$ cat src/rtl/mux2_pkg.sv
// mux2_pkg: shared definitions for the MUX2 data selector and the mux2_arb arbiter.
// Holds the arbiter FSM encodings and the select values that pick each source.
package mux2_pkg;

  typedef enum logic [1:0] {
    IDLE   = 2'd0,
    LOCK_A = 2'd1,
    LOCK_B = 2'd2
  } arb_state_t;

  localparam logic SEL_A = 1'b0;
  localparam logic SEL_B = 1'b1;

  // Lock state owned by whichever source the select currently points at.
  function automatic arb_state_t lock_state(input logic s);
    return (s == SEL_B) ? LOCK_B : LOCK_A;
  endfunction

endpackage

$ cat src/rtl/mux2_arb_mux2.sv
// MUX2: two-input data selector; sel=0 passes a_data, sel=1 passes b_data.
module MUX2 #(
  parameter int width = 8
) (
  input  logic             sel,
  input  logic [width-1:0] a_data,
  input  logic [width-1:0] b_data,
  output logic [width-1:0] y
);

  assign y = sel ? b_data : a_data;

endmodule

$ cat src/rtl/mux2_arb.sv
// mux2_arb: round-robin arbiter over two valid/ready sources feeding a one-entry output register.
// Define MUX2_ARB_LOCK_EN to add a_last/b_last and hold the grant across multi-beat transfers.
module mux2_arb
  import mux2_pkg::*;
#(
  parameter int width = 8
) (
  input  logic             clk,
  input  logic             rst_n,
  input  logic             a_valid,
  input  logic [width-1:0] a_data,
  output logic             a_ready,
`ifdef MUX2_ARB_LOCK_EN
  input  logic             a_last,
`endif
  input  logic             b_valid,
  input  logic [width-1:0] b_data,
  output logic             b_ready,
`ifdef MUX2_ARB_LOCK_EN
  input  logic             b_last,
`endif
  output logic             out_valid,
  output logic [width-1:0] out_data,
  input  logic             out_ready,
  output logic             sel
);

  arb_state_t       state;
  arb_state_t       state_next;
  logic             last_sel;
  logic             sel_q;
  logic             load;
  logic             accept;
  logic [width-1:0] mux_y;
`ifdef MUX2_ARB_LOCK_EN
  logic             beat_last;
`endif

  MUX2 #(
    .width(width)
  ) u_mux2 (
    .sel   (sel),
    .a_data(a_data),
    .b_data(b_data),
    .y     (mux_y)
  );

  // A lock pins the grant; otherwise contention goes to whoever did not win last.
  always_comb begin
    sel = sel_q;
    case (state)
      LOCK_A:  sel = SEL_A;
      LOCK_B:  sel = SEL_B;
      default: begin
        if (a_valid && b_valid) sel = ~last_sel;
        else if (a_valid)       sel = SEL_A;
        else if (b_valid)       sel = SEL_B;
      end
    endcase
  end

  assign load    = !out_valid || out_ready;
  assign a_ready = rst_n && load && a_valid && (sel == SEL_A);
  assign b_ready = rst_n && load && b_valid && (sel == SEL_B);
  assign accept  = a_ready || b_ready;

`ifdef MUX2_ARB_LOCK_EN
  assign beat_last = (sel == SEL_B) ? b_last : a_last;
`endif

  always_comb begin
    state_next = state;
`ifdef MUX2_ARB_LOCK_EN
    if (accept) begin
      state_next = beat_last ? IDLE : lock_state(sel);
    end
`else
    state_next = IDLE;
`endif
  end

  always_ff @(posedge clk or negedge rst_n) begin
    if (!rst_n) begin
      state <= IDLE;
    end else begin
      state <= state_next;
    end
  end

  // last_sel starts at B so that A wins the first contention after reset.
  always_ff @(posedge clk or negedge rst_n) begin
    if (!rst_n) begin
      sel_q     <= SEL_A;
      last_sel  <= SEL_B;
      out_valid <= 1'b0;
      out_data  <= '0;
    end else begin
      sel_q <= sel;
      if (accept) begin
        out_data  <= mux_y;
        out_valid <= 1'b1;
        last_sel  <= sel;
      end else if (load) begin
        out_valid <= 1'b0;
      end
    end
  end

endmodule

$ cat config.mk
export PLATFORM = sky130hd
export DESIGN_NAME = mux2_arb
export DESIGN_NICKNAME = d
export VERILOG_FILES = /design/src/rtl/mux2_pkg.sv /design/src/rtl/mux2_arb_mux2.sv /design/src/rtl/mux2_arb.sv
export SDC_FILE = /design/constraint.sdc
export NUM_CORES = 1
export LEC_CHECK = 0
export BUFFER_PORTS_ARGS = -buffer_cell sky130_fd_sc_hd__buf_2
export CAP_MARGIN = 10
export CORE_AREA = 2 2 42 44
export DETAILED_ROUTE_END_ITERATION = 12
export DIE_AREA = 0 0 44 46
export PLACE_DENSITY = 0.8
export SYNTH_ARGS = -nofsm -noshare
export SYNTH_HDL_FRONTEND = slang
export SYNTH_SLANG_ARGS = --single-unit
$ cat constraint.sdc
create_clock -name clk -period 1.93 [get_ports clk]
set_clock_uncertainty 0.15 [all_clocks]
set_input_delay 0.193 -clock clk [delete_from_list [all_inputs] [get_ports clk]]
set_output_delay 0.193 -clock clk [all_outputs]
set_load 0.05 [all_outputs]
==> impl.org, run 1 <==
** Route
- Post-route ant nets :: 0
- Drt drc :: 0
- Initial DRT Pass Iterations :: 4
- Vias per inst :: around 5.5
- The routed layout has ~650 vias.
- Mean routed wirelength per cell :: between 10 and 15 um
- Initial DRC Count :: 8
- Summed over all layers, the routed wires come to 1.56 mm.

** Synthesis
- Compound-gate portion of the synthesized area :: 35.3%
- Synthesis-stage register bit count :: 11
- Counting distinct cell types in the post-synthesis netlist gives 18.
- The mapped netlist covers ~640 um2.
- The share of the Yosys chip area taken by registers is a little over two fifths.
- Synthesized netlist cell count :: 65
- Summing the areas of all fa, ha and maj instances in the mapped netlist gives 0% of the synthesized area.
- Post-Synthesis Mean Instance Area :: 9.91 um2
- The portion of synthesized area spent on multiplexers is 0%.
- Yosys warning total :: 0
- Synthesized-area fraction occupied by and/or/nand/nor cells :: 15.9%
- The number of nets in the synthesized netlist is 86.
- Synthesized-area fraction occupied by xor and xnor cells :: 0%
- By area, the combinational part of the netlist is dominated by compound AO/OA/AOI/OAI gates.

** Critical path
- Critical register-to-register path startpoint :: last_sel
- Nature of the critical path startpoint :: flop
- Reg2reg setup slack :: approximately 0.33 ns
- Top fanout value on the critical path :: 9
- Data required time at the worst endpoint :: 1.59 ns
- The worst register-to-register path ends at out_data[0].
- Depth of the worst register-to-register path :: 3
- At the worst endpoint, the arrival time is between 1 and 1.5 ns.
- Critical path capture point type :: output port
- Setup Crit Path Kind :: flop to output port

** STA
- Total negative slack for setup checks :: 0 ns
- Static timing analysis puts the maximum clock frequency at around 550 MHz.
- In this run the tightest slew margin relative to its limit is a little under three fifths.
- Number of pins with negative max-slew slack in the final report :: 0
- Minimum clock period after layout :: between 1.5 and 2 ns
- Setup repair after global routing left no endpoint under its margin.
- Final hold viol count :: 0
- The worst path uses around 94% of the clock period.
- At the pin with the least slew margin, the transition time is ~0.65 ns.
- Worst Hold Slack :: between 0.04 and 0.05 ns
- Final Setup Violations :: 0

** Run
- Maximum Capacitance Violations :: 0

** Final layout
- The net count of the finished layout is 122.
- Area growth, synth to finish :: 35.9%
- Cells with a size suffix above 1 make up between 50% and 60% of the layout.
- Final antenna diode count :: 0
- Final design utilization :: 54.3%
- After filler insertion, the fill cell instance count of the layout stands at around 150.

** Power
- Power spread over the standard cell area amounts to slightly above 1000 nW/um2.
- The worst-case IR drop observed on VDD is between 0.0003 and 0.0004 V.
- In this run the static leakage power is about 0.38 nW.

** Die
- The floorplan step defined a die boundary enclosing slightly above 2000 um2.
- Core Footprint :: 1610 um2
- After floorplanning, the core was divided into 15 placement rows.
- The die is about 44 um wide.
- During I/O placement, the number of pins put on the boundary was 33.
- Starting utilization of the core area :: 39.9%
- The die is between 40 and 50 um tall.

** Placed design
- Post-DP HPWL :: around 1.2 mm
- Final RePlAce weighted congestion :: around 0.73
- Input and output buffers added on the ports amount to 32.

** Clock network
- In this run the number of H-tree levels came out at 1.
- CTS tree :: built
- After clock tree synthesis, the setup repair step added 0 buffers.
- The tree built by TritonCTS fans out to 11 sinks.
- Clock transition at the register clock pins on the worst setup and hold paths after CTS :: 0.07 ns
- The clock passes through at most 2 buffers.
- The root buffer cell chosen for the clock tree is sky130_fd_sc_hd__clkbuf_4.
- Clock tree synthesis inserted a total of 3 buffers.
- Worst skew pair latency :: between 0.2 and 0.3 ns

** Global routing
- For this run the aggregate overflow at the end of global routing stands at 0.
- Global routing used between 10% and 20% of the available tracks.
- Number of antenna violations at the first check in global routing :: 0
- Entering global routing, the biggest net connects 14 pins.
- The number of global-route vias before repair is 576.
- The first global-routing pass estimated between 2 and 2.5 mm of wire.

** Hold path
- The worst hold path was traced through 2 stages.
- Hold Crit Start :: a_valid
- Min-Delay Endpoint :: last_sel
- In this run the worst hold path is classified as input port to flop.

** Run status
- Status :: completed
==> registers in the layout, indices dropped and copies added, names as in the netlist <==
name	cells
out_data	8
sel_q	1
last_sel	1
out_valid	1
==> cell usage in the layout (no fill, tap or decap) <==
cell | synthesis | final
sky130_fd_sc_hd__a21oi_4 | 0 | 1
sky130_fd_sc_hd__a31oi_1 | 9 | 9
sky130_fd_sc_hd__a31oi_2 | 8 | 8
sky130_fd_sc_hd__a41oi_1 | 1 | 1
sky130_fd_sc_hd__and3_4 | 1 | 1
sky130_fd_sc_hd__buf_2 | 0 | 31
sky130_fd_sc_hd__buf_4 | 0 | 4
sky130_fd_sc_hd__clkbuf_1 | 4 | 1
sky130_fd_sc_hd__clkbuf_4 | 0 | 4
sky130_fd_sc_hd__dfrtp_1 | 10 | 10
sky130_fd_sc_hd__dfstp_2 | 1 | 1
sky130_fd_sc_hd__dlygate4sd3_1 | 0 | 1
sky130_fd_sc_hd__nand2_1 | 2 | 2
sky130_fd_sc_hd__nand2b_1 | 2 | 2
sky130_fd_sc_hd__nand3_1 | 11 | 11
sky130_fd_sc_hd__nor2_4 | 0 | 1
sky130_fd_sc_hd__nor2b_1 | 1 | 1
sky130_fd_sc_hd__o21ai_0 | 8 | 8
sky130_fd_sc_hd__o21ba_2 | 1 | 1
sky130_fd_sc_hd__o21bai_1 | 1 | 1
sky130_fd_sc_hd__or2_1 | 1 | 1
==> per-stage QoR <==
step,setup slack (ns),area [um2],std cells,total power [W]
after floorplan,0.0248,663,65,0.000630
after global placement,0.425,837,112,0.000724
after detailed placement,0.343,837,112,0.000736
after CTS,0.0763,873,117,0.000890
final,0.118,876,117,0.000885
after global routing,0.0271,876,117,0.000937
==> report_power, final <==
group | internal, W | leakage [nW] | switching (W) | total (W)
registers | 0.000284 | 0.123 | 0.0000319 | 0.000316
clock network | 0.0000799 | 0.0150 | 0.0000738 | 0.000154
logic | 0.000122 | 0.239 | 0.000293 | 0.000415
==> layout make-up <==
class	count	area, um2	area share [%]
Timing Repair Buffer	37	203	23.1
Sequential cell	11	277	31.6
Clock buffer	4	26.3	3.00
Tap cell	17	21.3	2.43
Multi-Input combinational cell	48	349	39.9
==> cell usage after synthesis <==
| cell type | number | area [um2] |
|---|---|---|
| sky130_fd_sc_hd__dfrtp_1 | 10 | 250 |
| sky130_fd_sc_hd__clkbuf_1 | 4 | 15.0 |
| sky130_fd_sc_hd__o21ba_2 | 1 | 10.0 |
| sky130_fd_sc_hd__o21ai_0 | 8 | 40.0 |
| sky130_fd_sc_hd__dfstp_2 | 1 | 26.3 |
| sky130_fd_sc_hd__nor2b_1 | 1 | 6.26 |
| sky130_fd_sc_hd__a21oi_1 | 1 | 5.00 |
| sky130_fd_sc_hd__nand2_1 | 2 | 7.51 |
| sky130_fd_sc_hd__o21bai_1 | 1 | 7.51 |
| sky130_fd_sc_hd__a41oi_1 | 1 | 8.76 |
| sky130_fd_sc_hd__buf_6 | 2 | 22.5 |
| sky130_fd_sc_hd__and3_4 | 1 | 11.3 |
| sky130_fd_sc_hd__nor2_1 | 1 | 3.75 |
| sky130_fd_sc_hd__nand3_1 | 11 | 55.1 |
| sky130_fd_sc_hd__nand2b_1 | 2 | 12.5 |
| sky130_fd_sc_hd__a31oi_1 | 9 | 56.3 |
| sky130_fd_sc_hd__a31oi_2 | 8 | 100 |
| sky130_fd_sc_hd__or2_1 | 1 | 6.26 |
==> cell families (layout without fill, tap and decap cells) <==
kind of cell	Yosys count	count (layout)
simple gates	19	19
flops	11	11
compound gates	29	29
buf+inv	6	41
==> worst max path at each step <==
stage / start / end / slack (ns) / depth (start not counted)
2_1_floorplan: out_valid / b_ready / 0.02 / 4
3_3_place_gp: last_sel / out_data[2] / 0.42 / 3
3_5_place_dp: last_sel / out_data[0] / 0.34 / 3
4_1_cts: rst_n / b_ready / 0.08 / 5
5_1_grt: last_sel / a_ready / 0.03 / 3
6_report: last_sel / a_ready / 0.12 / 3
==> timing repair <==
| item | in CTS | in global routing |
|---|---|---|
| endpoints found under the setup margin | 0 | 1 |
| gates resized for setup | 0 | 1 |
| hold endpoints to repair | 11 | 0 |
| hold buffers | 1 | 0 |
==> critical path: stages, from the launching register on <==
cell and delay, ns:
sky130_fd_sc_hd__dfstp_2 0.40, sky130_fd_sc_hd__nor2b_1 0.52, sky130_fd_sc_hd__nor2_4 0.06, sky130_fd_sc_hd__buf_2 0.22
==> metal layers <==
layer  vias to the layer above  routed length [um]  global-route usage [%]
li1                        322                   -                       -
met4                         0                  10                    6.06
met5                         -                   0                       0
met2                        29                 779                    26.8
met1                       295                 671                    21.1
met3                         2                 102                    3.17
No activity file was read; power rests on OpenSTA's default activity.
==> run 2: changes to the inputs <==
--- a/config.mk
+++ b/config.mk
@@ -8,9 +8,11 @@
 export BUFFER_PORTS_ARGS = -buffer_cell sky130_fd_sc_hd__buf_2
 export CAP_MARGIN = 10
 export CORE_AREA = 2 2 42 44
+export CTS_CLUSTER_SIZE = 28
 export DETAILED_ROUTE_END_ITERATION = 12
 export DIE_AREA = 0 0 44 46
-export PLACE_DENSITY = 0.8
+export GPL_ROUTABILITY_DRIVEN = 0
+export PLACE_DENSITY = 0.72
 export SYNTH_ARGS = -nofsm -noshare
 export SYNTH_HDL_FRONTEND = slang
 export SYNTH_SLANG_ARGS = --single-unit
==> run 2 against run 1 <==
  * Setup slack better by 0.048 ns
  * Sequential share of layout area stayed put
  * Sequential power about the same
  * Global-route usage rose by 2.2 points
  * Critical path depth grew 2
  * Cell count unchanged
  * Final area is the same
  * Worst hold slack about the same
  * Total power increased by 0.66%
  * First-iteration DRC count increased by 88%
==> impl.org, run 2 (synthesized netlist as in run 1, its figures left out) <==
** STA
- Setup total negative slack on the finished layout was measured at 0 ns.
- RSZ-0062 raised after global routing :: no
- After layout, the minimum clock period comes to between 1.5 and 2 ns.
- Headroom to the max-slew limit came out at around three quarters.
- Setup violations remaining at the end of the flow were counted as 0.
- Final hold viol count :: 0
- Number of pins with negative max-slew slack in the final report :: 0
- Dividing the final minimum period by the clock period gives roughly 90%.
- At the pin with the least slew margin, the transition time is between 0.3 and 0.4 ns.
- Max Freq :: 567 MHz

** Hold path
- Path class of the lowest-slack min-delay path :: input port to flop
- Worst hold path stage count :: 2
- The startpoint identified for the worst hold timing path is a_valid.
- Min-Delay Endpoint :: last_sel

** Route
- Routed Wire Length :: 1.64 mm
- Vias per inst :: ~5.7
- Initial DRT Pass Iterations :: 4
- The detail route stage leaves a number of antenna-violating nets equal to 0.
- After detailed routing, the average wire length per cell comes to between 10 and 15 um.
- Vias after detailed routing :: between 600 and 700
- In the routed design, unresolved DRC markers number 0.
- In this run, the number of DRC markers left after iteration 0 of detailed routing was 15.

** Placed design
- Post-DP HPWL :: roughly 1.2 mm
- Count of input and output buffers :: 32
- In this run the cell area measured after placement is approximately 840 um2.

** Power
- Switching Power :: just over 0.0004 W
- The share of total power dissipated in sequential elements is between 30% and 40%.
- Of the total power, combinational logic draws between 40% and 50%.
- Static leakage :: between 0.3 and 0.4 nW
- Power spread over the standard cell area amounts to approximately 1000 nW/um2.
- Max IR drop VDD :: approximately 0.00049 V
- Internal cell power :: just under 0.0005 W
- The clock network accounts for between 10% and 20% of the total power.
- Net switching is 45.3% of the power.

** Global routing
- GR met2 Demand/Resource :: around a third
- Total global routing track utilization :: 18.5%
- Number of global-route vias before repair :: 586
- Met3 demand-to-capacity share in global routing :: approximately 1.6%
- GRT busiest layer :: met2
- For this run, global-route usage on met1 was measured as 23.4%.
- Number of antenna violations at the first check in global routing :: 0
- Total congestion overflow after global routing :: 0
- Entering global routing, the biggest net connects 20 pins.
- The first global-routing pass estimated ~2.6 mm of wire.

** Clock network
- After clock tree synthesis, the clock-pin slew on the worst setup and hold paths is roughly 0.070 ns.
- # clock sinks :: 11
- Buffers inserted during clock tree synthesis total 3.
- Setup Fix Bufs, Post-CTS :: 0
- Worst skew pair latency :: 0.27 ns
- CTS tree :: built
- Buffers from clock root to sink, at most :: 2
- CTS built an H-tree with a depth of 1.
- Clk Tree Root Cell :: sky130_fd_sc_hd__clkbuf_4

** Run status
- The run finished with clean final reports.

** Final layout
- Most used cells in the layout excluding fill and tap cells :: sky130_fd_sc_hd__buf_2, sky130_fd_sc_hd__nand3_1, sky130_fd_sc_hd__dfrtp_1
- Leaving out fill and tap cells, the most frequent cell in the layout is sky130_fd_sc_hd__buf_2.
- In the final layout, the share of cells above drive strength 1 is a little over half.
- The net count of the finished layout is about 120.
- The register with the most flip-flops in the layout has 8 of them.
- More flip-flops sit in one register than any other, and that register is out_data.
- Area growth, synth to finish :: 35.9%
- 0 antenna diodes ended up in the layout.
- Area of all placed cells without fillers :: approximately 880 um2

** Die
- The region available for standard cell placement spans around 1600 um2.
- The floorplan step defined a die boundary enclosing roughly 2000 um2.
- The initial utilization of the core area, before any placement, comes to 39.9%.
- Row cnt :: 15
- In this run the vertical extent of the chip is 46 um.
- Measured along the x axis, the die boundary spans ~44 um.
- # IOs :: 33

** Critical path
- The largest individual stage delay along the critical path comes from the cell sky130_fd_sc_hd__dlygate4sd3_1.
- Reg2reg setup slack :: roughly 0.45 ns
- Data required time at the worst endpoint :: about 1.6 ns
- Delay of the slowest critical-path stage :: ~0.52 ns
- In this run the critical register-to-register path is launched from out_valid.
- Of all nets on the critical path, the largest fanout is 7.
- Crit Reg-Reg Endpoint :: out_data[1]
- The worst setup path is launched from an input port.
- STA puts the critical path data arrival time at ~1.4 ns.
- Depth of the worst register-to-register path :: 4
- Most used cell along the critical path :: sky130_fd_sc_hd__buf_2
- The worst setup path is captured at an output port.
- The signal on the critical path passes through dlygate4sd3_1 > buf_2 > nand3_1 > a21oi_4 > buf_2.
- The critical path in this run is classified as input port to output port.

** Run
- The tool flagged a number of max-cap violations equal to 0.
run 2: changes by cell type in the layout (fill, tap and decap cells not counted), sizes merged:
cell and change:
buf +1, clkbuf -1
run 2: how the worst max path moves through the flow:
stage                         start           to  slack, ns
after floorplan           out_valid      b_ready       0.02
final                         rst_n      b_ready       0.17
after global routing      out_valid      b_ready       0.12
after detailed placement   last_sel  out_data[2]       0.36
after CTS                  last_sel      a_ready       0.09
after global placement     last_sel  out_data[1]       0.38
run 2: cell type report:
class / instances / area (um2)
clock buffers: 4 / 26.3
fillers: 152 / 738
multi-input cells: 48 / 352
flip-flops and latches: 11 / 277
well taps: 17 / 21.3
repair buffers: 37 / 200
run 2: what timing repair did:
item,4_1_cts,5_1_grt
endpoints found under the setup margin,0,1
resized for setup,0,1
endpoints found under the hold margin,11,0
hold buffers,1,0
run 2: power groups by stage:
| stage | Clock [W] | Sequential [W] | Combinational (W) |
|---|---|---|---|
| after CTS | 0.000162 | 0.000317 | 0.000419 |
| after floorplan | 0 | 0.000460 | 0.000170 |
| final | 0.000156 | 0.000318 | 0.000417 |
| after global routing | 0.000175 | 0.000322 | 0.000447 |
| after detailed placement | 0 | 0.000321 | 0.000417 |
| after global placement | 0 | 0.000318 | 0.000410 |
run 2: per-layer routing:
metal  vias up  share of wire, %
li1        323                 -
met1       310                40
met2        35                52
met3         0               8.4
met4         0                 0
met5         -                 0
run 2: metrics by stage:
stage	hold slack (ns)	setup WS (ns)	instances	total power, W	util, %
finish	0.0483	0.165	117	0.000891	54.3
global route	0.0510	0.115	117	0.000944	54.3
CTS	0.0340	0.0898	117	0.000898	54.1
detailed placement	-0.127	0.359	112	0.000738	51.9
global placement	-0.130	0.376	112	0.000728	51.9
floorplan	-0.253	0.0248	65	0.000630	-
run 2: worst max-delay path, delay by kind of cell:
kind / cells / cell delay [ns]
buffers and inverters: 3 / 0.98
AO/OA/AOI/OAI: 1 / 0.12
AND/OR/NAND/NOR: 1 / 0.14
